File: src/rtl/downstream_update_ctrl.sv
// Multi-channel downstream update controller: per-channel IDLE/PENDING/UPDATE_MEM FSMs sharing one
// round-robin arbitrated memory write port. Optional per-channel timeout via `DOWNSTREAM_TIMEOUT_EN.
module downstream_update_ctrl #(
  parameter int CHANNELS = 4,
  parameter int ADDR_W   = 8,
  parameter int DATA_W   = 32,
  parameter int TIMEOUT  = 16,
  parameter int CNT_W    = 16
) (
  input  logic                       clk,
  input  logic                       rst,
  input  logic [CHANNELS-1:0]        ack,
  input  logic [CHANNELS-1:0]        memwr,
  input  logic [CHANNELS*ADDR_W-1:0] req_addr,
  input  logic [CHANNELS*DATA_W-1:0] req_data,
  input  logic [CHANNELS-1:0]        err_clr,
  input  logic                       mem_ready,
  output logic                       mem_we,
  output logic [ADDR_W-1:0]          mem_addr,
  output logic [DATA_W-1:0]          mem_wdata,
  output logic [CHANNELS-1:0]        busy,
  output logic [CHANNELS-1:0]        err,
  output logic [CNT_W-1:0]           done_count
);

  localparam int PTR_W = (CHANNELS > 1) ? $clog2(CHANNELS) : 1;
  localparam int SUM_W = $clog2(CHANNELS + 1);
  localparam logic [PTR_W:0]   CH_N     = (PTR_W+1)'(CHANNELS);
  localparam logic [PTR_W-1:0] LAST_IDX = PTR_W'(CHANNELS - 1);

  typedef enum logic [3:0] {
    S_IDLE = 4'b0001,
    S_PEND = 4'b0010,
    S_UPD  = 4'b0100,
    S_ERR  = 4'b1000
  } state_t;

  state_t              state_q [CHANNELS];
  state_t              state_d [CHANNELS];
  logic [ADDR_W-1:0]   addr_q  [CHANNELS];
  logic [DATA_W-1:0]   data_q  [CHANNELS];
  logic [PTR_W-1:0]    ptr_q, ptr_d;
  logic [PTR_W:0]      arb_sum;
  logic                gnt_vld;
  logic [PTR_W-1:0]    gnt_idx;
  logic [CHANNELS-1:0] pend, cmpl;
  logic                mem_we_q;
  logic [ADDR_W-1:0]   mem_addr_q;
  logic [DATA_W-1:0]   mem_wdata_q;
  logic [CNT_W-1:0]    done_q, done_d;
  logic [SUM_W-1:0]    cmpl_sum;
  logic [CNT_W:0]      done_sum;

`ifdef DOWNSTREAM_TIMEOUT_EN
  localparam int TMO_W = $clog2(TIMEOUT + 1);
  localparam logic [TMO_W-1:0] TMO_LAST = TMO_W'(TIMEOUT - 1);
  logic [TMO_W-1:0] tmo_q [CHANNELS];

  // Counter sits at zero outside UPDATE_MEM, so it is clear on every entry.
  always_ff @(posedge clk) begin
    for (int i = 0; i < CHANNELS; i++) begin
      if (rst || state_q[i] != S_UPD) tmo_q[i] <= '0;
      else                            tmo_q[i] <= tmo_q[i] + 1'b1;
    end
  end
`else
  logic unused_err_clr;
  assign unused_err_clr = ^err_clr;
`endif

  always_comb begin
    pend = '0;
    busy = '0;
    err  = '0;
    for (int i = 0; i < CHANNELS; i++) begin
      pend[i] = (state_q[i] == S_PEND);
      busy[i] = pend[i] || (state_q[i] == S_UPD);
`ifdef DOWNSTREAM_TIMEOUT_EN
      err[i]  = (state_q[i] == S_ERR);
`endif
    end
  end

  // Round-robin: first PENDING channel at or after the pointer, wrapping.
  always_comb begin
    gnt_vld = 1'b0;
    gnt_idx = '0;
    arb_sum = '0;
    for (int k = 0; k < CHANNELS; k++) begin
      arb_sum = {1'b0, ptr_q} + (PTR_W+1)'(k);
      if (arb_sum >= CH_N) arb_sum = arb_sum - CH_N;
      if (mem_ready && !gnt_vld && pend[arb_sum[PTR_W-1:0]]) begin
        gnt_vld = 1'b1;
        gnt_idx = arb_sum[PTR_W-1:0];
      end
    end
    ptr_d = ptr_q;
    if (gnt_vld) ptr_d = (gnt_idx == LAST_IDX) ? '0 : gnt_idx + 1'b1;
  end

  always_comb begin
    cmpl = '0;
    for (int i = 0; i < CHANNELS; i++) begin
      state_d[i] = state_q[i];
      case (state_q[i])
        S_IDLE: if (ack[i]) state_d[i] = S_PEND;
        S_PEND: if (gnt_vld && gnt_idx == PTR_W'(i)) state_d[i] = S_UPD;
        S_UPD: begin
          if (memwr[i]) begin
            state_d[i] = S_IDLE;
            cmpl[i]    = 1'b1;
          end
`ifdef DOWNSTREAM_TIMEOUT_EN
          else if (tmo_q[i] == TMO_LAST) state_d[i] = S_ERR;
`endif
        end
`ifdef DOWNSTREAM_TIMEOUT_EN
        S_ERR:  if (err_clr[i]) state_d[i] = S_IDLE;
`endif
        default: state_d[i] = S_IDLE;
      endcase
    end
  end

  // Saturating add: the carry bit flags that the true sum exceeds the counter range.
  always_comb begin
    cmpl_sum = '0;
    for (int i = 0; i < CHANNELS; i++) cmpl_sum = cmpl_sum + SUM_W'(cmpl[i]);
    done_sum = {1'b0, done_q} + (CNT_W+1)'(cmpl_sum);
    done_d   = done_sum[CNT_W] ? '1 : done_sum[CNT_W-1:0];
  end

  always_ff @(posedge clk) begin
    if (rst) begin
      for (int i = 0; i < CHANNELS; i++) begin
        state_q[i] <= S_IDLE;
        addr_q[i]  <= '0;
        data_q[i]  <= '0;
      end
      ptr_q       <= '0;
      mem_we_q    <= 1'b0;
      mem_addr_q  <= '0;
      mem_wdata_q <= '0;
      done_q      <= '0;
    end else begin
      for (int i = 0; i < CHANNELS; i++) begin
        state_q[i] <= state_d[i];
        if (state_q[i] == S_IDLE && ack[i]) begin
          addr_q[i] <= req_addr[i*ADDR_W +: ADDR_W];
          data_q[i] <= req_data[i*DATA_W +: DATA_W];
        end
      end
      ptr_q    <= ptr_d;
      mem_we_q <= gnt_vld;
      if (gnt_vld) begin
        mem_addr_q  <= addr_q[gnt_idx];
        mem_wdata_q <= data_q[gnt_idx];
      end
      done_q <= done_d;
    end
  end

  assign mem_we     = mem_we_q;
  assign mem_addr   = mem_addr_q;
  assign mem_wdata  = mem_wdata_q;
  assign done_count = done_q;

endmodule

File: config.mk
export PLATFORM = sky130hd
export DESIGN_NAME = downstream_update_ctrl
export DESIGN_NICKNAME = d
export VERILOG_FILES = /design/src/rtl/downstream_update_ctrl.sv
export SDC_FILE = /design/constraint.sdc
export NUM_CORES = 1
export LEC_CHECK = 0
export BUFFER_PORTS_ARGS = -buffer_cell sky130_fd_sc_hd__buf_2
export CAP_MARGIN = 20
export CELL_PAD_IN_SITES_DETAIL_PLACEMENT = 0
export CELL_PAD_IN_SITES_GLOBAL_PLACEMENT = 1
export CORE_AREA = 2 2 150 152
export CTS_BUF_LIST = sky130_fd_sc_hd__clkbuf_4
export DETAILED_ROUTE_END_ITERATION = 8
export DIE_AREA = 0 0 152 154
export PLACE_DENSITY = 0.93
export SETUP_SLACK_MARGIN = 0.02
export SLEW_MARGIN = 20
export SYNTH_ARGS = -nofsm -noshare
export SYNTH_HDL_FRONTEND = slang
export SYNTH_SLANG_ARGS = --single-unit
File: constraint.sdc
create_clock -name clk -period 6.15 [get_ports clk]
set_input_delay 0.615 -clock clk [delete_from_list [all_inputs] [get_ports clk]]
set_output_delay 0.615 -clock clk [all_outputs]
set_load 0.01 [all_outputs]
==> out/results.ini, run 1 <==
[timing]
fin_crit_sh_pct = 54.2
setup_viol = 0
period_needed_ns = 3.33
finClkSkew_ns = 0.0573
rsz0062_at_grt = no
slew_headroom_pct = 41.6
worst_pin_slew_ns = 0.876
hold_viol = 0
slew_violations = 0
max_freq_mhz = 300
fin_hold_ws_ns = 0.206
setup_tns_ns = 0

[clock_tree]
clkLatencyLatePin_ns = 0.68
post_cts_resized = 0
clkTransAtPathRegs_ns = 0.07
clock-sinks = 231
clockBufferDepth = 3
clock-root-buffer = clkbuf_4
ctsHoldBuffers = 0
post_cts_buffers = 0
htree_num_levels = 2
cts_tree = done
cts_made_buffers = 58

[pwr]
ir_worst_vdd_v = 0.000164
p_seq_share_pct = 53.5
powerDensity_nw_per_um2 = 274
power_mw = 3.40
leakage_nw = 5.62
switching_share_pct = 24.2
combPwrFrac_pct = 9.0
p_clk_share_pct = 37.5
switchingPower_mw = 0.823
internal_power_mw = 2.58

[detailed_routing]
num_vias = 6937
routed_via_density = 5.09
firstDrtPassIters = 4
wirelength_um = 25000
wl_per_cell_um = 18.4
ant_nets = 0
route.detailed.drc = 0
wl_met1_um = 10700
routed-wl-met3_um = 1770
drt_iter0_markers = 265
topRoutingLayerUsed = met5
met2WireLength_um = 12200

[run]
maxCapViolCount = 0

[yosys]
ys_seq_area_share_pct = 60.6
synth_edf_count = 160
yosysUniqueCellTypes = 54
synth_top_area_share_pct = 46.8
synth_ff_type = edfxtp_1
syn_area_per_cell_um2 = 13.2
yosysTopAreaCell = edfxtp_1
ys_ff_latch = 231
netlist_instances = 777
synth_area_um2 = 10300
synthArstFlopShare_pct = 0
yosys-top-cells-area = edfxtp_1 (47%), dfxtp_1 (14%), mux2i_1 (12%)
synthTopCellsByCount = and2_1 (161), edfxtp_1 (160), mux2i_1 (122), dfxtp_1 (71), a22o_1 (40)
yosysWarnings = 0
synth.most_common_cell = and2_1

[critical_path]
endpoint_kind = register
worstPathMaxFanout = 11
critical_path.most_common_cell = fa_1
cp.buffers_inverters = 1
cp_cell_sequence = nand3_1, fa_1, inv_1, fa_1, fa_1, nand4_1, nor2_1, nand2_1, nor2_1, nand2_1, a21oi_1
cp_slowest_stage_delay_ns = 0.57
cp.required_ns = 6.63
cpMaxStageDelayCell = dfxtp_1
startpoint_type = register
crit_arrival_ns = 3.81
critPathKind = reg -> reg
path_delay_family = adder cells

[finish]
drive_gt1_share_pct = 33.2
stdcell_count = 1364
fillers = 1840
multi_input_area_um2 = 3790
finalNetCount = 1209
syn2layout_area_growth_pct = 20.9
ff_latch_area_um2 = 6230

[die]
start_util_pct = 47.4
io_pins = 240
die_w_um = 152
die_area_um2 = 23400
coreArea_um2 = 21700
rows = 54
die_y_um = 154

[global_routing]
grt_pass1_wl_um = 38300
antenna_found_initial = 7
first_global_vias = 7141
grt_max_degree = 47
grt_usage_pct = 21.0
grt_overflow = 0

[placed_design]
placed_cells = 1249
globalplace.congestion = 0.802
io_buffer_count = 231
hpwl_um = 16000

[status]
status = completed

[min_path]
hp-class = in -> reg

path summary, 6_finish.rpt:
| path | from | endpoint | slack, ns | cells past startpoint |
|---|---|---|---|---|
| worst min register to register | mem_wdata[28] | mem_wdata[28] | 0.47 | 1 |
| worst max-delay path | state_q[0][2] | done_count[4] | 2.82 | 11 |
| worst min-delay path | req_data[44] | data_q[1][12] | 0.21 | 2 |
| worst max register to register | state_q[0][2] | done_count[4] | 2.82 | 11 |
cell type report:
| type | count | area share, % |
|---|---|---|
| inverters | 7 | 0.212 |
| clock inverters | 21 | 0.715 |
| repair buffers | 245 | 10.2 |
| well taps | 280 | 2.82 |
| clock buffers | 89 | 5.38 |
| diodes | 5 | 0.101 |
| multi-input cells | 486 | 30.5 |
| flip-flops and latches | 231 | 50.1 |
kinds of logic after synthesis:
kind of cell,share of synthesized area (%)
muxes,11.9
and+or+nand+nor,14.6
buffers and inverters,3.74
other,0.0365
xor gates and xnor gates,1.11
AOI/OAI and AO/OA,7.10
DFF,60.6
adders and majority gates,0.938
power groups by stage:
stage | clock network (mW) | logic [mW] | registers, mW
2_1_floorplan | 0 | 0.178 | 1.85
3_3_place_gp | 0 | 0.303 | 1.85
3_5_place_dp | 0 | 0.312 | 1.85
4_1_cts | 1.32 | 0.313 | 1.82
5_1_grt | 1.40 | 0.337 | 1.83
6_report | 1.27 | 0.308 | 1.82
through the flow:
stage               util, %  cell area [um^2]  setup WS (ns)
finish                 57.3             12400           2.82
global route           57.3             12400           2.52
CTS                    57.2             12400           2.80
detailed placement     53.7             11700           2.72
global placement       53.7             11600           2.73
floorplan                 -             10300           3.06
layout by cell type (no fill, tap or decap), types with 2 or more instances in the layout:
master and count:
conb_1 4, clkinv_1 17, nand2_1 8, nand2b_1 8, nand3b_1 4, nor4b_1 5, ha_1 2, a21oi_1 20
fa_1 3, o21bai_4 4, clkbuf_4 89, o21ai_0 3, buf_2 231, nor2_1 21, a22o_1 40, xnor2_1 9
and3_1 2, nor3_4 2, inv_1 7, edfxtp_1 160, nand3_1 8, diode_2 5, nor3b_1 4, nand4_1 2
buf_4 14, o21bai_1 6, xor2_1 4, dfxtp_1 71, nor3_1 7, nor4_1 3, mux2i_1 122, nor3_2 2
and2_1 161, a31oi_1 3, a211oi_1 6, a31o_2 2
registers in the layout, indices dropped and copies added (netlist names):
register    flops
addr_q         32
data_q        128
done_count     16
mem_addr        8
mem_wdata      32
mem_we          1
ptr_q           2
state_q        12
layer usage:
metal | GRT usage, % | vias up
met1 | 26.0 | 3302
met5 | 0 | -
met4 | 6.36 | 2
met2 | 35.8 | 244
met3 | 6.03 | 36
li1 | - | 3353
No activity file was read; power rests on OpenSTA's default activity.
==> run 2: changes to the inputs <==
- CORE_AREA: 2 2 150 152 -> 2 2 164 166
- DIE_AREA: 0 0 152 154 -> 0 0 166 168
- PLACE_DENSITY: 0.93 -> 0.84
- clock period: 6.15 -> 2.9 ns (I/O delays scaled with it)
==> run 2 against run 1 <==
  * Critical endpoint is now mem_addr[4]
  * Core utilization is 2.4 points lower
  * Sequential share of layout area is 7.1 points lower
  * Global-route usage is 1.6 points lower
  * Register-to-register slack worse by 2.7 ns
  * Die area is 19% higher
  * Maximum frequency is 21% higher
  * Clock power is 120% higher
  * First-iteration DRC count is 77% higher
  * Non-clock buffer count is 183 higher
  * Largest power group unchanged
  * Final cell count is 18% higher
  * Critical path type unchanged
  * Clock-buffer cell count is 2 higher
==> out/results.ini, run 2 (same netlist as run 1, synthesis figures left out) <==
[status]
status = completed

[global_routing]
grt_overflow = 0  ; unchanged
grt_pass1_wl_um = 42900  ; +12%
grt_usage_pct = 19.4  ; -1.6 points
grt_max_degree = 41  ; -13%
first_global_vias = 8224  ; +15%
antenna_found_initial = 1  ; -6

[timing]
setup_tns_ns = 0  ; unchanged
finClkSkew_ns = 0.0359  ; -0.0214 ns
rsz0062_at_grt = no
setup_viol = 0  ; unchanged
slew_headroom_pct = 52.8  ; +11 points
max_freq_mhz = 364  ; +21%
hold_viol = 0  ; unchanged
period_needed_ns = 2.75  ; -0.588 ns
layout_setup_ws_ns = 0.154  ; -2.66 ns
fin_crit_sh_pct = 94.7  ; +40 points
slew_violations = 0  ; unchanged
worst_pin_slew_ns = 0.708  ; -0.167 ns

[critical_path]
cp_cell_sequence = buf_4, or3b_1, maj3_2, a311oi_4, buf_12, buf_4, mux2i_1, mux2i_1, a22o_1
cp_slowest_stage_delay_ns = 0.42  ; -0.15 ns
critPathKind = reg -> reg
crit_arrival_ns = 3.29  ; -0.52 ns
startpoint_type = register
endpoint_kind = register
cpMaxStageDelayCell = or3b_1
cp.required_ns = 3.44  ; -3.19 ns
worstPathMaxFanout = 15  ; +4

[min_path]
hp-class = in -> reg

[clock_tree]
htree_num_levels = 2  ; unchanged
cts_made_buffers = 58  ; unchanged
clockBufferDepth = 3  ; unchanged
clock-sinks = 231  ; unchanged
clkTransAtPathRegs_ns = 0.07  ; about the same
post_cts_buffers = 0  ; unchanged
cts_tree = done
clock-root-buffer = clkbuf_4
clkLatencyLatePin_ns = 0.69  ; about the same

[run]
maxCapViolCount = 0  ; unchanged

[die]
io_pins = 240  ; unchanged
die_w_um = 166  ; +9.2%
die_area_um2 = 27900  ; +19%
coreArea_um2 = 26400  ; +21%
rows = 60  ; +11%
start_util_pct = 39.0  ; -8.4 points
die_y_um = 168  ; +9.1%

[finish]
largest_reg_flops = 128  ; unchanged
regMostFlops = data_q
finalNetCount = 1392  ; +15%
stdcell_count = 1604  ; +18%
final_common_cell = buf_2
syn2layout_area_growth_pct = 40.8
drive_gt1_share_pct = 30.3  ; -2.8 points
layout.cells.most_common_list = buf_2 (231), dlygate4sd3_1 (164), and2_1 (161), edfxtp_1 (160), mux2i_1 (122)

[detailed_routing]
topRoutingLayerUsed = met4
met2WireLength_um = 14200  ; +17%
routed-wl-met3_um = 1550  ; -12%
wirelength_um = 27800  ; +11%
ant_nets = 0  ; unchanged
wl_met1_um = 11300  ; +6.0%
route.detailed.drc = 0  ; unchanged
wl_per_cell_um = 17.3  ; -5.7%
drt_iter0_markers = 470  ; +77%
firstDrtPassIters = 4  ; unchanged
routed_via_density = 4.84  ; -4.8%
num_vias = 7763  ; +12%

[pwr]
ir_worst_vdd_v = 0.000310  ; +89%
leakage_nw = 6.47  ; +15%
powerDensity_nw_per_um2 = 524  ; +91%

[placed_design]
globalplace.congestion = 0.749  ; -6.5%
hpwl_um = 16300  ; +1.9%
io_buffer_count = 231  ; unchanged
pre_cts_slack_ns = 0.105  ; -2.61 ns
placed_cells = 1329  ; +6.4%

## run 2: stage by stage
stage          hold WS (ns)  power (mW)  utilization, %  area, um^2
2_1_floorplan         0.459        4.30               -       10300
3_3_place_gp          0.457        4.59            45.3       11900
3_5_place_dp          0.462        4.63            45.6       12000
4_1_cts              0.0160        7.65            54.9       14500
5_1_grt              0.0424        7.90            54.9       14500
6_report             0.0662        7.58            54.9       14500
## run 2: worst max-delay path: cells and delay by family (launching register included)
kind	cells	cell delay, ns
muxes	2	0.35
buffers and inverters	3	0.61
AOI/OAI and AO/OA	2	0.56
and+or+nand+nor	1	0.42
adders and majority gates	1	0.35
DFF	1	0.31
## run 2: cell type report
cell class	instances	area, um^2
flip-flops and latches	231	6230
well taps	341	427
clock buffers	91	683
diodes	1	2.50
fillers	2165	11900
clock inverters	19	108
repair buffers	428	3210
inverters	7	26.3
multi-input cells	486	3780
## run 2: worst paths after layout
check,startpoint,cells past startpoint,slack [ns],endpoint
setup / recovery,state_q[0][2],9,0.15,mem_addr[4]
hold / removal,rst,2,0.07,state_q[2][2]
setup reg to reg,state_q[0][2],9,0.15,mem_addr[4]
hold reg to reg,mem_wdata[22],1,0.48,mem_wdata[22]
## run 2: report_power, final
group	internal (mW)	switching, mW	total [mW]
registers	3.78	0.0733	3.86
clock network	1.52	1.33	2.85
logic	0.458	0.418	0.875
total	5.76	1.82	7.58
## run 2: what timing repair did
| item | CTS | global route |
|---|---|---|
| hold buffers | 164 | 0 |
| hold endpoints to repair | 168 | 0 |
| gates resized for setup | 0 | 3 |
| endpoints found under the setup margin | 0 | 21 |
## run 2: metal layers
metal  up-vias  track usage [%]
li1       3719                -
met1      3709             23.4
met2       280             34.1
met3        55             4.11
met4         0             7.45
met5         -                0
==> run 3: changes to the inputs <==
- CELL_PAD_IN_SITES_DETAIL_PLACEMENT: 0 -> 1
==> run 3 against run 2 <==
  * Combinational power is 6.7% higher
  * Routed wire length is 31% higher
  * First-iteration DRC count increased by 2.6%
  * Global-route usage grew 6.3 points
  * Setup slack got worse by 0.10 ns
  * Clock-buffer cell count is 6 higher
  * Die area unchanged
  * Sequential share of layout area is 0.13 points lower
  * Via count increased by 6.5%
  * Sequential power is essentially flat
  * Critical path depth up 1
  * Power up 3.0%
  * Critical path type unchanged
  * Critical endpoint unchanged
==> out/results.ini, run 3 (same netlist as run 1, synthesis figures left out) <==
[placed_design]
io_buffer_count = 231  ; unchanged
placed_cells = 1329  ; unchanged
globalplace.congestion = 0.749  ; unchanged
hpwl_um = 19000  ; +17%

[critical_path]
cpMaxStageDelayCell = or3b_1
cp.buffers_inverters = 4  ; +1
cp_slowest_stage_delay_ns = 0.42  ; about the same
cp.required_ns = 3.44  ; about the same
worstPathMaxFanout = 15  ; unchanged
path_delay_family = buffers and inverters
r2r_slack_ns = 0.05  ; -0.10 ns
endpoint_kind = register
cp_cell_sequence = buf_4, or3b_1, maj3_2, a311oi_4, buf_4, buf_12, buf_4, mux2i_1, mux2i_1, a22o_1
critical_path.most_common_cell = buf_4
crit_arrival_ns = 3.39  ; +0.10 ns
critPathKind = reg -> reg
startpoint_type = register

[finish]
final_common_cell = buf_2
regMostFlops = data_q
stdcell_count = 1615  ; +0.69%
ff_latch_area_um2 = 6230  ; unchanged
layout.cells.most_common_list = buf_2 (231), dlygate4sd3_1 (164), and2_1 (161), edfxtp_1 (160), mux2i_1 (122)
fillers = 2700  ; +25%
drive_gt1_share_pct = 30.8  ; +0.43 points
finalNetCount = 1394  ; +0.14%
syn2layout_area_growth_pct = 41.2
largest_reg_flops = 128  ; unchanged
multi_input_area_um2 = 3800  ; +0.33%

[global_routing]
grt_pass1_wl_um = 54500  ; +27%
grt_max_degree = 41  ; unchanged
antenna_found_initial = 9  ; +8
first_global_vias = 9379  ; +14%
grt_overflow = 0  ; unchanged
grt_usage_pct = 25.7  ; +6.3 points

[timing]
finClkSkew_ns = 0.0687  ; +0.0328 ns
hold_viol = 0  ; unchanged
slew_headroom_pct = 51.3  ; -1.5 points
setup_tns_ns = 0  ; unchanged
period_needed_ns = 2.85  ; +0.104 ns
max_freq_mhz = 351  ; -3.7%
rsz0062_at_grt = yes
worst_pin_slew_ns = 0.730  ; +0.0218 ns
setup_viol = 0  ; unchanged
slew_violations = 0  ; unchanged
fin_crit_sh_pct = 98.3  ; +3.6 points

[detailed_routing]
num_vias = 8271  ; +6.5%
wl_per_cell_um = 22.6  ; +30%
firstDrtPassIters = 5  ; +1
ant_nets = 0  ; unchanged
wirelength_um = 36400  ; +31%
route.detailed.drc = 0  ; unchanged
routed_via_density = 5.12  ; +5.8%
drt_iter0_markers = 482  ; +2.6%

[die]
coreArea_um2 = 26400  ; unchanged
die_w_um = 166  ; unchanged
start_util_pct = 39.0  ; unchanged
die_y_um = 168  ; unchanged
rows = 60  ; unchanged
io_pins = 240  ; unchanged
die_area_um2 = 27900  ; unchanged

[clock_tree]
clock-root-buffer = clkbuf_4
cts_tree = done
cts_made_buffers = 59  ; +1.7%
htree_num_levels = 2  ; unchanged
clock-sinks = 231  ; unchanged
clockBufferDepth = 3  ; unchanged
clkTransAtPathRegs_ns = 0.08  ; about the same
clkLatencyLatePin_ns = 0.72  ; +0.03 ns

[pwr]
leakage_nw = 6.49  ; +0.30%
powerDensity_nw_per_um2 = 538  ; +2.7%
power_mw = 7.81  ; +3.0%
ir_worst_vdd_v = 0.000335  ; +8.1%

[run]
maxCapViolCount = 0  ; unchanged

[min_path]
hp-class = in -> reg

[status]
status = completed

[run 3: cell count changes in the layout (fill, tap and decap cells not counted)]
cell        change
bufinv_16       -1
a2111oi_2       -1
clkinv_1        -4
clkinvlp_4      -2
buf_4           +1
a2111oi_4       +1
clkinv_4        +2
clkbuf_4        +6
diode_2         +9
[run 3: metrics by stage]
stage	utilization, %	setup WS, ns	hold WS (ns)	cell area, um^2
after CTS	54.9	0.0550	0.0320	14500
after global routing	55.1	0.000931	0.0658	14500
after detailed placement	45.6	0.0521	0.462	12000
final	55.1	0.0494	0.0892	14500
after global placement	45.3	0.150	0.457	11900
after floorplan	-	0.0447	0.459	10300
[run 3: final cells by class]
cell class,count,area share (%)
Tap cell,341,2.94
Clock inverter,14,0.448
Sequential cell,231,42.9
Inverter,7,0.181
Timing Repair Buffer,429,22.2
Multi-Input combinational cell,486,26.2
Antenna cell,10,0.172
Clock buffer,97,5.02
[run 3: path summary, 6_finish.rpt]
path            startpoint       endpoint  cells after the start
max          state_q[0][2]    mem_addr[4]                     10
min                 ack[3]  state_q[3][1]                      3
max reg2reg  state_q[0][2]    mem_addr[4]                     10
min reg2reg   mem_wdata[0]   mem_wdata[0]                      1
[run 3: worst register-to-register path, cell delays in order, from the launching register on]
cell	delay [ns]
dfxtp_1	0.31
buf_4	0.17
or3b_1	0.43
maj3_2	0.35
a311oi_4	0.20
buf_4	0.19
buf_12	0.18
buf_4	0.23
mux2i_1	0.26
mux2i_1	0.16
a22o_1	0.25
[run 3: timing repair]
item / 4_1_cts / 5_1_grt
setup endpoints to repair: 0 / 24
hold buffers: 164 / 0
setup buffers: 0 / 1
gates resized for setup: 0 / 4
endpoints found under the hold margin: 168 / 0
[run 3: report_power, final]
part / leakage (nW) / internal [mW] / switching [mW] / total (mW)
sequential: 2.30 / 3.78 / 0.101 / 3.89
combinational: 3.72 / 0.460 / 0.473 / 0.934
clock: 0.478 / 1.51 / 1.48 / 2.99
total: 6.49 / 5.76 / 2.05 / 7.81
[run 3: metal layers]
layer	vias up	share of wire, %	track usage (%)
met5	-	0	0
met4	0	4.9	14.7
met3	128	5.3	5.52
met2	352	54	46.9
met1	4048	36	27.5
li1	3743	-	-
